**src/rtl/custom_write.sv**
```systemverilog
// Packs a stream of pulse-width samples MSB-first into RAM words and writes one frame
// of N_WORDS words from BASE_ADDR; a flush closes the frame early with zero padding.
`timescale 1ns/1ps
module custom_write #(
  parameter int unsigned        W_ADDR    = 12,
  parameter int unsigned        W_DATA    = 128,
  parameter int unsigned        W_PW      = 16,
  parameter logic [W_ADDR-1:0]  BASE_ADDR = '0,
  parameter int unsigned        N_WORDS   = 4
) (
  input  logic              clk,
  input  logic              custom_rst,
  input  logic              custom_en,
  input  logic              flush,
  input  logic [W_PW-1:0]   pw_data,
  input  logic              pw_valid,
  output logic              pw_ready,
  output logic [W_ADDR-1:0] custom_wr_addr,
  output logic [W_DATA-1:0] custom_wr_data,
  output logic              custom_wren_b,
  output logic              busy,
  output logic              done,
  output logic [W_ADDR-1:0] word_cnt
);

  localparam int unsigned LANES  = W_DATA / W_PW;
  localparam int unsigned W_LANE = $clog2(LANES + 1);
  localparam int unsigned W_CNT  = W_ADDR + 1;

  typedef enum logic [1:0] {S_IDLE, S_FILL, S_WRITE, S_DONE} state_e;

  state_e              state_q, state_d;
  logic [W_LANE-1:0]   lane_q, lane_d, lane_n;
  logic [W_DATA-1:0]   pack_q, pack_d, pack_beat;
  logic [W_ADDR-1:0]   ptr_q, ptr_d;
  logic [W_CNT-1:0]    cnt_q, cnt_d, cnt_inc;
  logic                flush_pend_q, flush_pend_d;
  logic                wren_q, wren_d;
  logic [W_ADDR-1:0]   wr_addr_q, wr_addr_d;
  logic [W_DATA-1:0]   wr_data_q, wr_data_d;
  logic                busy_q, busy_d;
  logic                done_q, done_d;
  logic                beat;
  int unsigned         pad_bits;

  assign pw_ready       = (state_q == S_FILL);
  assign custom_wren_b  = wren_q;
  assign custom_wr_addr = wr_addr_q;
  assign custom_wr_data = wr_data_q;
  assign busy           = busy_q;
  assign done           = done_q;
  assign word_cnt       = cnt_q[W_ADDR-1:0];

  // Next-state, packing and registered-output staging
  always_comb begin
    state_d      = state_q;
    lane_d       = lane_q;
    pack_d       = pack_q;
    ptr_d        = ptr_q;
    cnt_d        = cnt_q;
    flush_pend_d = flush_pend_q;

    beat      = pw_valid && (state_q == S_FILL);
    lane_n    = lane_q + W_LANE'(beat);
    pack_beat = beat ? {pack_q[W_DATA-W_PW-1:0], pw_data} : pack_q;
    pad_bits  = (LANES - 32'(lane_n)) * W_PW;
    cnt_inc   = cnt_q + W_CNT'(1);

    unique case (state_q)
      S_IDLE, S_DONE: begin
        if (custom_en) begin
          state_d      = S_FILL;
          ptr_d        = BASE_ADDR;
          cnt_d        = '0;
          lane_d       = '0;
          pack_d       = '0;
          flush_pend_d = 1'b0;
        end
      end
      S_FILL: begin
        if (beat) begin
          pack_d = pack_beat;
          lane_d = lane_n;
        end
        if (beat && (lane_q == W_LANE'(LANES - 1))) begin
          state_d      = S_WRITE;
          flush_pend_d = flush;
        end else if (flush && (lane_n != '0)) begin
          // Left-justify the partial word; unused low lanes become zero
          state_d      = S_WRITE;
          pack_d       = pack_beat << pad_bits;
          flush_pend_d = 1'b1;
        end else if (flush) begin
          state_d = S_DONE;
        end
      end
      S_WRITE: begin
        ptr_d        = ptr_q + W_ADDR'(1);
        cnt_d        = cnt_inc;
        lane_d       = '0;
        pack_d       = '0;
        flush_pend_d = 1'b0;
        if ((cnt_inc >= W_CNT'(N_WORDS)) || flush_pend_q || flush) state_d = S_DONE;
        else                                                         state_d = S_FILL;
      end
      default: state_d = S_IDLE;
    endcase

    wren_d    = (state_d == S_WRITE);
    wr_addr_d = (state_d == S_WRITE) ? ptr_q  : wr_addr_q;
    wr_data_d = (state_d == S_WRITE) ? pack_d : wr_data_q;
    busy_d    = (state_d == S_FILL) || (state_d == S_WRITE);
    done_d    = (state_d == S_DONE);
  end

  always_ff @(posedge clk) begin
    if (custom_rst) begin
      state_q      <= S_IDLE;
      lane_q       <= '0;
      pack_q       <= '0;
      ptr_q        <= BASE_ADDR;
      cnt_q        <= '0;
      flush_pend_q <= 1'b0;
      wren_q       <= 1'b0;
      wr_addr_q    <= BASE_ADDR;
      wr_data_q    <= '0;
      busy_q       <= 1'b0;
      done_q       <= 1'b0;
    end else begin
      state_q      <= state_d;
      lane_q       <= lane_d;
      pack_q       <= pack_d;
      ptr_q        <= ptr_d;
      cnt_q        <= cnt_d;
      flush_pend_q <= flush_pend_d;
      wren_q       <= wren_d;
      wr_addr_q    <= wr_addr_d;
      wr_data_q    <= wr_data_d;
      busy_q       <= busy_d;
      done_q       <= done_d;
    end
  end

endmodule

```
**config.mk**
```make
export PLATFORM = sky130hd
export DESIGN_NAME = custom_write
export DESIGN_NICKNAME = d
export VERILOG_FILES = /design/src/rtl/custom_write.sv
export SDC_FILE = /design/constraint.sdc
export NUM_CORES = 1
export LEC_CHECK = 0
export CAP_MARGIN = 10
export CELL_PAD_IN_SITES_DETAIL_PLACEMENT = 0
export CELL_PAD_IN_SITES_GLOBAL_PLACEMENT = 1
export CORE_MARGIN = 2
export CORE_UTILIZATION = 25
export CTS_BUF_LIST = sky130_fd_sc_hd__clkbuf_4 sky130_fd_sc_hd__clkbuf_8 sky130_fd_sc_hd__clkbuf_16
export CTS_CLUSTER_SIZE = 16
export DETAILED_ROUTE_END_ITERATION = 12
export GPL_TIMING_DRIVEN = 0
export PLACE_DENSITY_LB_ADDON = 0.1
export SYNTH_ARGS = -nofsm -noshare
export SYNTH_HDL_FRONTEND = slang
export SYNTH_SLANG_ARGS = --single-unit
```
**constraint.sdc**
```tcl
create_clock -name clk -period 14.66 [get_ports clk]
set_input_delay 4.398 -clock clk [delete_from_list [all_inputs] [get_ports clk]]
set_output_delay 4.398 -clock clk [all_outputs]
set_load 0.01 [all_outputs]
```
After elaboration in Yosys (flattened, before gate mapping). Index checks and enable logic that the tools add are counted. Widths: inputs -> output; s select.

Magnitude comparators: 1. $mul: 0. Eq/ne operators: 10. Divide/modulo/power cells: 0. Bitwise operators: 0. Add/sub/neg operators: 4. Shift-type cells: 1. Mux-type cells: 23. Reductions and logical operators: 13.

Operators by type and width (number): $mux 128 (5); $pmux 128 s3 (1); $shl 128x32->128 (1); $pmux 13 s2 (1); $pmux 12 s2 (1); $add 13x1->13 const B (1); $ge 13x3->1 const B (1); $mux 13 (1); $add 12x1->12 const B (1); $mux 12 (1); $pmux 4 s3 (1); $mux 2 (5); $eq 2x2->1 const B (4); $mux 4 (2); $pmux 2 s3 (1); $reduce_and 2->1 (3); $sub 4x4->5 const A (1); $add 4x1->4 (1); $eq 2x1->1 const B (2); $eq 4x3->1 const B (1); $reduce_bool 4->1 (1); $logic_and 1x1->1 (3); $logic_or 1x1->1 (3); $mux 1 (3); 7 further kinds (7).

Register bits after elaboration: 303. Bits in read-only memories: 0. RAM bits: 0. Memories: 0. Word-level logic and storage cells: 63. Latch bits: 0. Bits of input ports: 21. Output and inout port bits: 156.

Depth between registers and ports, before layout. Gate-level depths: netlist of run 1.

Word-level depth: 10. Mapped depth: 26. Depth with buffers taken out: 16.

Worst setup path after synthesis of run 1. No wires, ideal clock.

Path type: in2reg. Start point: in pw_valid. End point: reg wr_data_q[118], in the netlist custom_wr_data[118]. Setup slack: 5.373 ns. Library setup time: 0.138 ns. Arrival: 9.150 ns. Stages on the path: 25. Required time: 14.522 ns. Buffers on the path: 12. Cells stage by stage: buf_4 > nand2_4 > clkinv_2 > buf_8 > buf_8 > buf_4 > ha_1 > clkbuf_1 > inv_2 > buf_2 > buf_2 > buf_2 > ha_1 > buf_2 > nand2b_1 > o211a_1 > or3_1 > o2bb2ai_1 > ha_1 > clkbuf_1 > and2_1 > clkbuf_1 > clkbuf_1 > a22oi_1 > o221ai_1.

Word-level cells in the longest chain between the ends: 8. Elaborated cells on any way between the ends: 16. Those cells by class: 2 x add/sub; 1 x eq/ne; 1 x shift; 8 x mux; 4 x reduce/logical.

Ends and longest elaborated chain: from (decl) (line 16) `input logic pw_valid,`; $logic_and 1x1->1 * (line 63) `beat = pw_valid && (state_q == S_FILL);`; branches (longest 7 deep; another with $sub 4x4->5); to (signal assigned) (line 138) `wr_data_q <= wr_data_d;`; to (decl) (line 40) `logic [W_DATA-1:0] wr_data_q, wr_data_d;`.

Every way passes the cells marked *. A chain may end at the register's enable or synchronous reset.

Worst setup path in the final report of run 1.
Start point: in pw_valid. End point: reg wr_data_q[6], in the netlist custom_wr_data[6].

The elaborated chain is that of the path after synthesis.

==> results of run 1 <==
==> power groups by stage <==
stage	clock network, mW	registers (mW)	logic, mW
2_1_floorplan	0	0.863	0.268
3_3_place_gp	0	0.860	0.528
3_5_place_dp	0	0.861	0.523
4_1_cts	1.06	0.843	0.526
5_1_grt	1.09	0.843	0.549
6_report	1.04	0.842	0.544
==> through the flow <==
step / instances / setup slack (ns)
after floorplan: 2132 / 5.37
final: 3345 / 2.78
after global placement: 3266 / 2.42
after detailed placement: 3267 / 2.48
after CTS: 3338 / 3.06
after global routing: 3339 / 2.69
==> placed cells by master (no fill, tap or decap), types with 11 or more instances in the layout <==
master	netlist	routed
dfxtp_1	303	303
nor2_1	272	272
nand2_1	179	179
clkdlybuf4s50_1	0	175
clkbuf_1	132	132
a21oi_1	126	126
mux2i_1	126	126
a211oi_1	108	108
o21ai_0	101	101
a22oi_1	65	65
nor3_1	63	63
mux4_2	63	63
o221ai_1	62	62
buf_2	47	47
and3_1	47	47
clkbuf_16	0	42
a21boi_0	31	31
a221oi_1	32	31
o211ai_1	24	24
a31oi_1	22	22
buf_4	19	21
a2111oi_0	19	19
o22ai_1	16	16
o21a_1	15	15
nand3_1	14	14
mux2_2	12	12
and2_1	11	11
xor2_1	11	11
a2111oi_2	11	11
clkbuf_4	0	11
==> cell type report <==
cell class	count	area (sq um)
antenna	6	15.0
buffer	216	1020
clock buffer	61	1240
clock inverter	10	124
fill	7765	50200
inverter	11	42.5
multi-input combinational	1602	11300
sequential	303	6070
tap	959	1200
timing repair buffer	177	1770
==> cell usage after synthesis (12+ instances only) <==
cell / n / area, sq um
dfxtp_1: 303 / 6070
nor2_1: 272 / 1020
nand2_1: 179 / 672
clkbuf_1: 132 / 495
a21oi_1: 126 / 631
mux2i_1: 126 / 1260
a211oi_1: 108 / 811
o21ai_0: 101 / 505
a22oi_1: 65 / 488
mux4_2: 63 / 1420
nor3_1: 63 / 315
o221ai_1: 62 / 543
and3_1: 47 / 294
buf_2: 47 / 235
a221oi_1: 32 / 280
a21boi_0: 31 / 233
o211ai_1: 24 / 180
a31oi_1: 22 / 138
a2111oi_0: 19 / 166
buf_4: 19 / 143
o22ai_1: 16 / 100
o21a_1: 15 / 113
nand3_1: 14 / 70.1
mux2_2: 12 / 135
==> state kept, by name (all words and copies together) (netlist names) <==
signal          cells
custom_wr_data    128
pack_q            128
cnt_q              13
custom_wr_addr     12
ptr_q              12
lane_q              4
state_q             2
busy                1
custom_wren_b       1
done                1
flush_pend_q        1
==> kinds of logic (layout without fill, tap and decap cells) <==
group,Yosys count,after routing,share of synthesized area
mux,202,202,0.153
xor+xnor,18,18,0.0110
fa+ha+maj,10,10,0.00678
flops,303,303,0.329
other cells,0,6,0
simple gates,650,650,0.160
buf+inv,227,475,0.0578
compound gates,722,722,0.283
==> tightest hold or removal path: stages, from the launching register on <==
cell and delay [ns]:
dfxtp_1 0.33, a22oi_1 0.06, o21ai_0 0.06
==> worst paths after layout <==
kind / from / end / slack (ns) / cells past startpoint
hold reg to reg: custom_wr_data[10] / custom_wr_data[10] / 0.48 / 2
setup / recovery: pw_valid / custom_wr_data[6] / 2.78 / 25
hold / removal: custom_wr_data[10] / custom_wr_data[10] / 0.48 / 2
setup reg to reg: state_q[1] / custom_wr_data[6] / 5.80 / 26
==> routing by layer <==
| metal | share of wire | vias to the layer above | GRT usage |
|---|---|---|---|
| met3 | 0.079 | 265 | 0.0652 |
| met4 | 0.056 | 4 | 0.163 |
| met1 | 0.42 | 10400 | 0.418 |
| li1 | - | 8633 | - |
| met2 | 0.44 | 1156 | 0.497 |
| met5 | 0.00024 | - | 0 |
==> results_dict.tcl, run 1 <==
set metrics [dict create \
    power.density_nw_per_um2 106 \
    tightest_slew_ns 1.46 \
    ys_types 86 \
    p_sw_mw 0.831 \
    period_minus_slack_ns 11.88 \
    ys_ff_latch 303 \
    tritoncts "done" \
    pwr-share-comb 0.224 \
    final_area_sq_um 22800 \
    clk_latency_ns 0.59 \
    ios 177 \
    first_global_vias 19400 \
    rows 99 \
    min_path_type "reg -> reg" \
    clockBufferDepth 3 \
    syn_nets 2163 \
    hpwl_mm 98.1 \
    io_buffers 175 \
    outcome "finished, violations left" \
    crit_family "buffers and inverters" \
    core-area_sq_um 73000 \
    fin_nets 2382 \
    utilization 0.313 \
    fin_skew_ns 0.0217 \
    setup_viol 0 \
    die_area_sq_um 76000 \
    slew_headroom 0.000555 \
    post_cts_buffers 0 \
    avgViaCountPerCell 6.12 \
    fp.dieW_um 276 \
    slowest_stage "clkbuf_1" \
    htree_num_levels 2 \
    rsz0062_at_grt "no" \
    maxCapViolations 1 \
    clock-sinks 303 \
    path_max_fanout 10 \
    antenna_found_initial 14 \
    cp-end-kind "flip-flop" \
    yosysSeqAreaShare 0.329 \
    layout-drive-gt1-share 0.111 \
    p_int_mw 1.59 \
    grt_max_degree 12 \
    synth_cells 2132 \
    cp.required_ns 15.15 \
    cts_resized 0 \
    criticalPathCategory "in -> reg" \
    routedWlPerCell_um 37.1 \
    wl_mm 124 \
    async_flop_share 0 \
    antenna_left 0 \
    hold_buffers 0 \
    placed_area_sq_um 21400 \
    syn_area_sq_um 18500 \
    critical_path_buf_inv_count 14 \
    power_leakage_nw 7.38 \
    drc_errors 0 \
    post-route-period-util 0.811 \
    crit_path_start_kind "input port" \
    cts_made_buffers 40 \
    clock_power_share 0.428 \
    p_seq_frac 0.348 \
    root_buffer "clkbuf_16" \
    power_mw 2.42 \
    num_vias 20500 \
    start_util 0.253 \
    crit_path_max_incr_delay_ns 0.83 \
    synth_edf_count 0 \
    cp.arrival_ns 12.38 \
    timing.setup.tns_ns 0 \
    grt_usage 0.319 \
    maxSlewViolCount 0 \
    avgSynthCellArea_sq_um 8.66 \
    grt_first_pass_wirelength_mm 167 \
    first_pass_iters 8 \
    final-hold-violation-count 0 \
    ys_warn_count 0 \
    violations "capacitance limit" \
    gp_congestion 1.01 \
    power_switching_share 0.343 \
    die_height_um 276 \
    ir_drop_mv 0.0741 \
    synthFlopType "dfxtp_1" \
    drt_iter0_drc 2623 \
    max_freq_ghz 0.0842 \
    grt-ovfl-total 0 \
    clk_pin_slew_ns 0.06 \
    area_growth_syn_to_layout_pct 23.6 \
    hold-worst-slack_ns 0.481 \
]
Power figures use the tool's default switching activity.
==> run 2: changes to the inputs <==
==> constraint.sdc (replaced) <==
create_clock -name clk -period 10.2 [get_ports clk]
set_input_delay 3.06 -clock clk [delete_from_list [all_inputs] [get_ports clk]]
set_output_delay 3.06 -clock clk [all_outputs]
set_load 0.01 [all_outputs]
==> results_dict.tcl, run 2 (synthesis gave the netlist of run 1 again) <==
set metrics [dict create \
    outcome "finished, violations left" \
    violations "capacitance limit" \
    fin_nets 2382 \
    setup_viol 0 \
    clk_pin_slew_ns 0.06 \
    tritoncts "done" \
    antenna_left 0 \
    grt_first_pass_wirelength_mm 167 \
    worstHoldStart "custom_wr_data[10]" \
    hold_buffers 0 \
    clockBufferDepth 3 \
    p_int_mw 2.29 \
    rows 99 \
    slew_headroom 0.00910 \
    maxSlewViolCount 0 \
    core-area_sq_um 73000 \
    fin_skew_ns 0.0195 \
    holdPathEnd "custom_wr_data[10]" \
    rsz0062_at_grt "no" \
    io_buffers 175 \
    power.density_nw_per_um2 153 \
    pwr-share-comb 0.224 \
    cts_made_buffers 40 \
    power_leakage_nw 7.40 \
    layout_common_cells "dfxtp_1 (303), nor2_1 (272), nand2_1 (179)" \
    grt_usage 0.319 \
    p_seq_frac 0.347 \
    cp-end-kind "flip-flop" \
    placed_area_sq_um 21400 \
    ios 177 \
    grt_max_degree 12 \
    clock-sinks 303 \
    final-hold-violation-count 0 \
    power_mw 3.49 \
    start_util 0.253 \
    fp.dieW_um 276 \
    path_max_fanout 10 \
    die_height_um 276 \
    grt-ovfl-total 0 \
    period_minus_slack_ns 10.15 \
    criticalPathCategory "in -> reg" \
    min_delay_path_depth 2 \
    timing.rr.end "custom_wr_data[41]" \
    num_vias 20500 \
    hpwl_mm 98.1 \
    layout-drive-gt1-share 0.112 \
    utilization 0.313 \
    antenna_found_initial 14 \
    routedWlPerCell_um 37.1 \
    area_growth_syn_to_layout_pct 23.7 \
    tightest_slew_ns 1.45 \
    maxCapViolations 1 \
    gp_congestion 1.01 \
    clock_power_share 0.428 \
    post-route-period-util 0.995 \
    avgViaCountPerCell 6.12 \
    final_common_cell "dfxtp_1" \
    timing.rr.start "state_q[1]" \
    drt_iter0_drc 2616 \
    drc_errors 0 \
    p_sw_mw 1.20 \
    first_pass_iters 6 \
    root_buffer "clkbuf_16" \
    reg2regPathDepth 22 \
    crit_path_start_kind "input port" \
    clk_latency_ns 0.59 \
    r2r_slack_ns 1.73 \
    die_area_sq_um 76000 \
    final_area_sq_um 22800 \
    finalNonFillerCells 3346 \
    max_freq_ghz 0.0985 \
    power_switching_share 0.344 \
    ir_drop_mv 0.107 \
    cp.arrival_ns 10.60 \
    wl_mm 124 \
    cp.required_ns 10.66 \
    min_path_type "reg -> reg" \
    dp_cells 3267 \
    htree_num_levels 2 \
    first_global_vias 19400 \
]
[run 2: cell types whose count changed in the layout (fill, tap and decap cells not counted), sizes merged]
cell / change
diode: +1
clkbuf: +1
buf: -1
[run 2: metal layers]
metal	part of all wire	wire length [um]	GRT usage
met1	0.42	52500	0.418
met2	0.44	55000	0.497
met3	0.077	9550	0.0652
met4	0.058	7170	0.163
met5	0.00024	30	0
[run 2: power by group through the flow]
stage	registers [mW]	clock network, mW	logic [mW]
floorplan	1.24	0	0.385
global placement	1.24	0	0.759
detailed placement	1.24	0	0.752
CTS	1.21	1.52	0.755
global route	1.21	1.56	0.790
finish	1.21	1.49	0.782
[run 2: cell type report]
cell class | count | area [sq um]
Clock buffer | 61 | 1240
Timing Repair Buffer | 177 | 1770
Fill cell | 7765 | 50100
Sequential cell | 303 | 6070
Clock inverter | 10 | 124
Buffer | 216 | 1030
Multi-Input combinational cell | 1602 | 11300
Inverter | 11 | 42.5
Antenna cell | 7 | 17.5
Tap cell | 959 | 1200
[run 2: repair_timing]
action                                  in CTS  in global routing
endpoints found under the setup margin      23                 59
gates resized for setup                      1                  7
setup buffers                                0                  0
pin swaps                                    0                  0
[run 2: per-stage QoR]
stage / worst slack (ns) / hold WS [ns] / TNS, ns
floorplan: 2.25 / 0.455 / 0
global placement: -0.700 / 0.473 / -49.05
detailed placement: -0.641 / 0.469 / -38.27
CTS: 0.102 / 0.487 / 0
global route: 0.0195 / 0.501 / 0
finish: 0.0525 / 0.481 / 0
[run 2: critical path, stage by stage]
cell and delay, ns:
buf_4 0.17, nand2_4 0.14, clkinv_2 0.14, buf_8 0.24, buf_8 0.22, buf_4 0.32, ha_1 0.29, clkbuf_1 0.31
inv_2 0.32, clkbuf_4 0.38, buf_2 0.42, buf_2 0.48, ha_1 0.45, buf_4 0.34, nor2b_1 0.46, clkbuf_1 0.58
o21ai_0 0.26, a31oi_1 1.08, and4_1 0.41, nor3_1 0.08, a2111oi_0 0.37
[run 2: how the worst max path moves through the flow]
stage              from                  end  slack, ns
6_report       pw_valid   custom_wr_data[41]       0.05
5_1_grt        pw_valid    custom_wr_data[6]       0.02
4_1_cts        pw_valid  custom_wr_data[122]       0.10
3_5_place_dp   pw_valid   custom_wr_data[11]      -0.64
3_3_place_gp   pw_valid  custom_wr_data[125]      -0.70
2_1_floorplan  pw_valid  custom_wr_data[118]       2.25
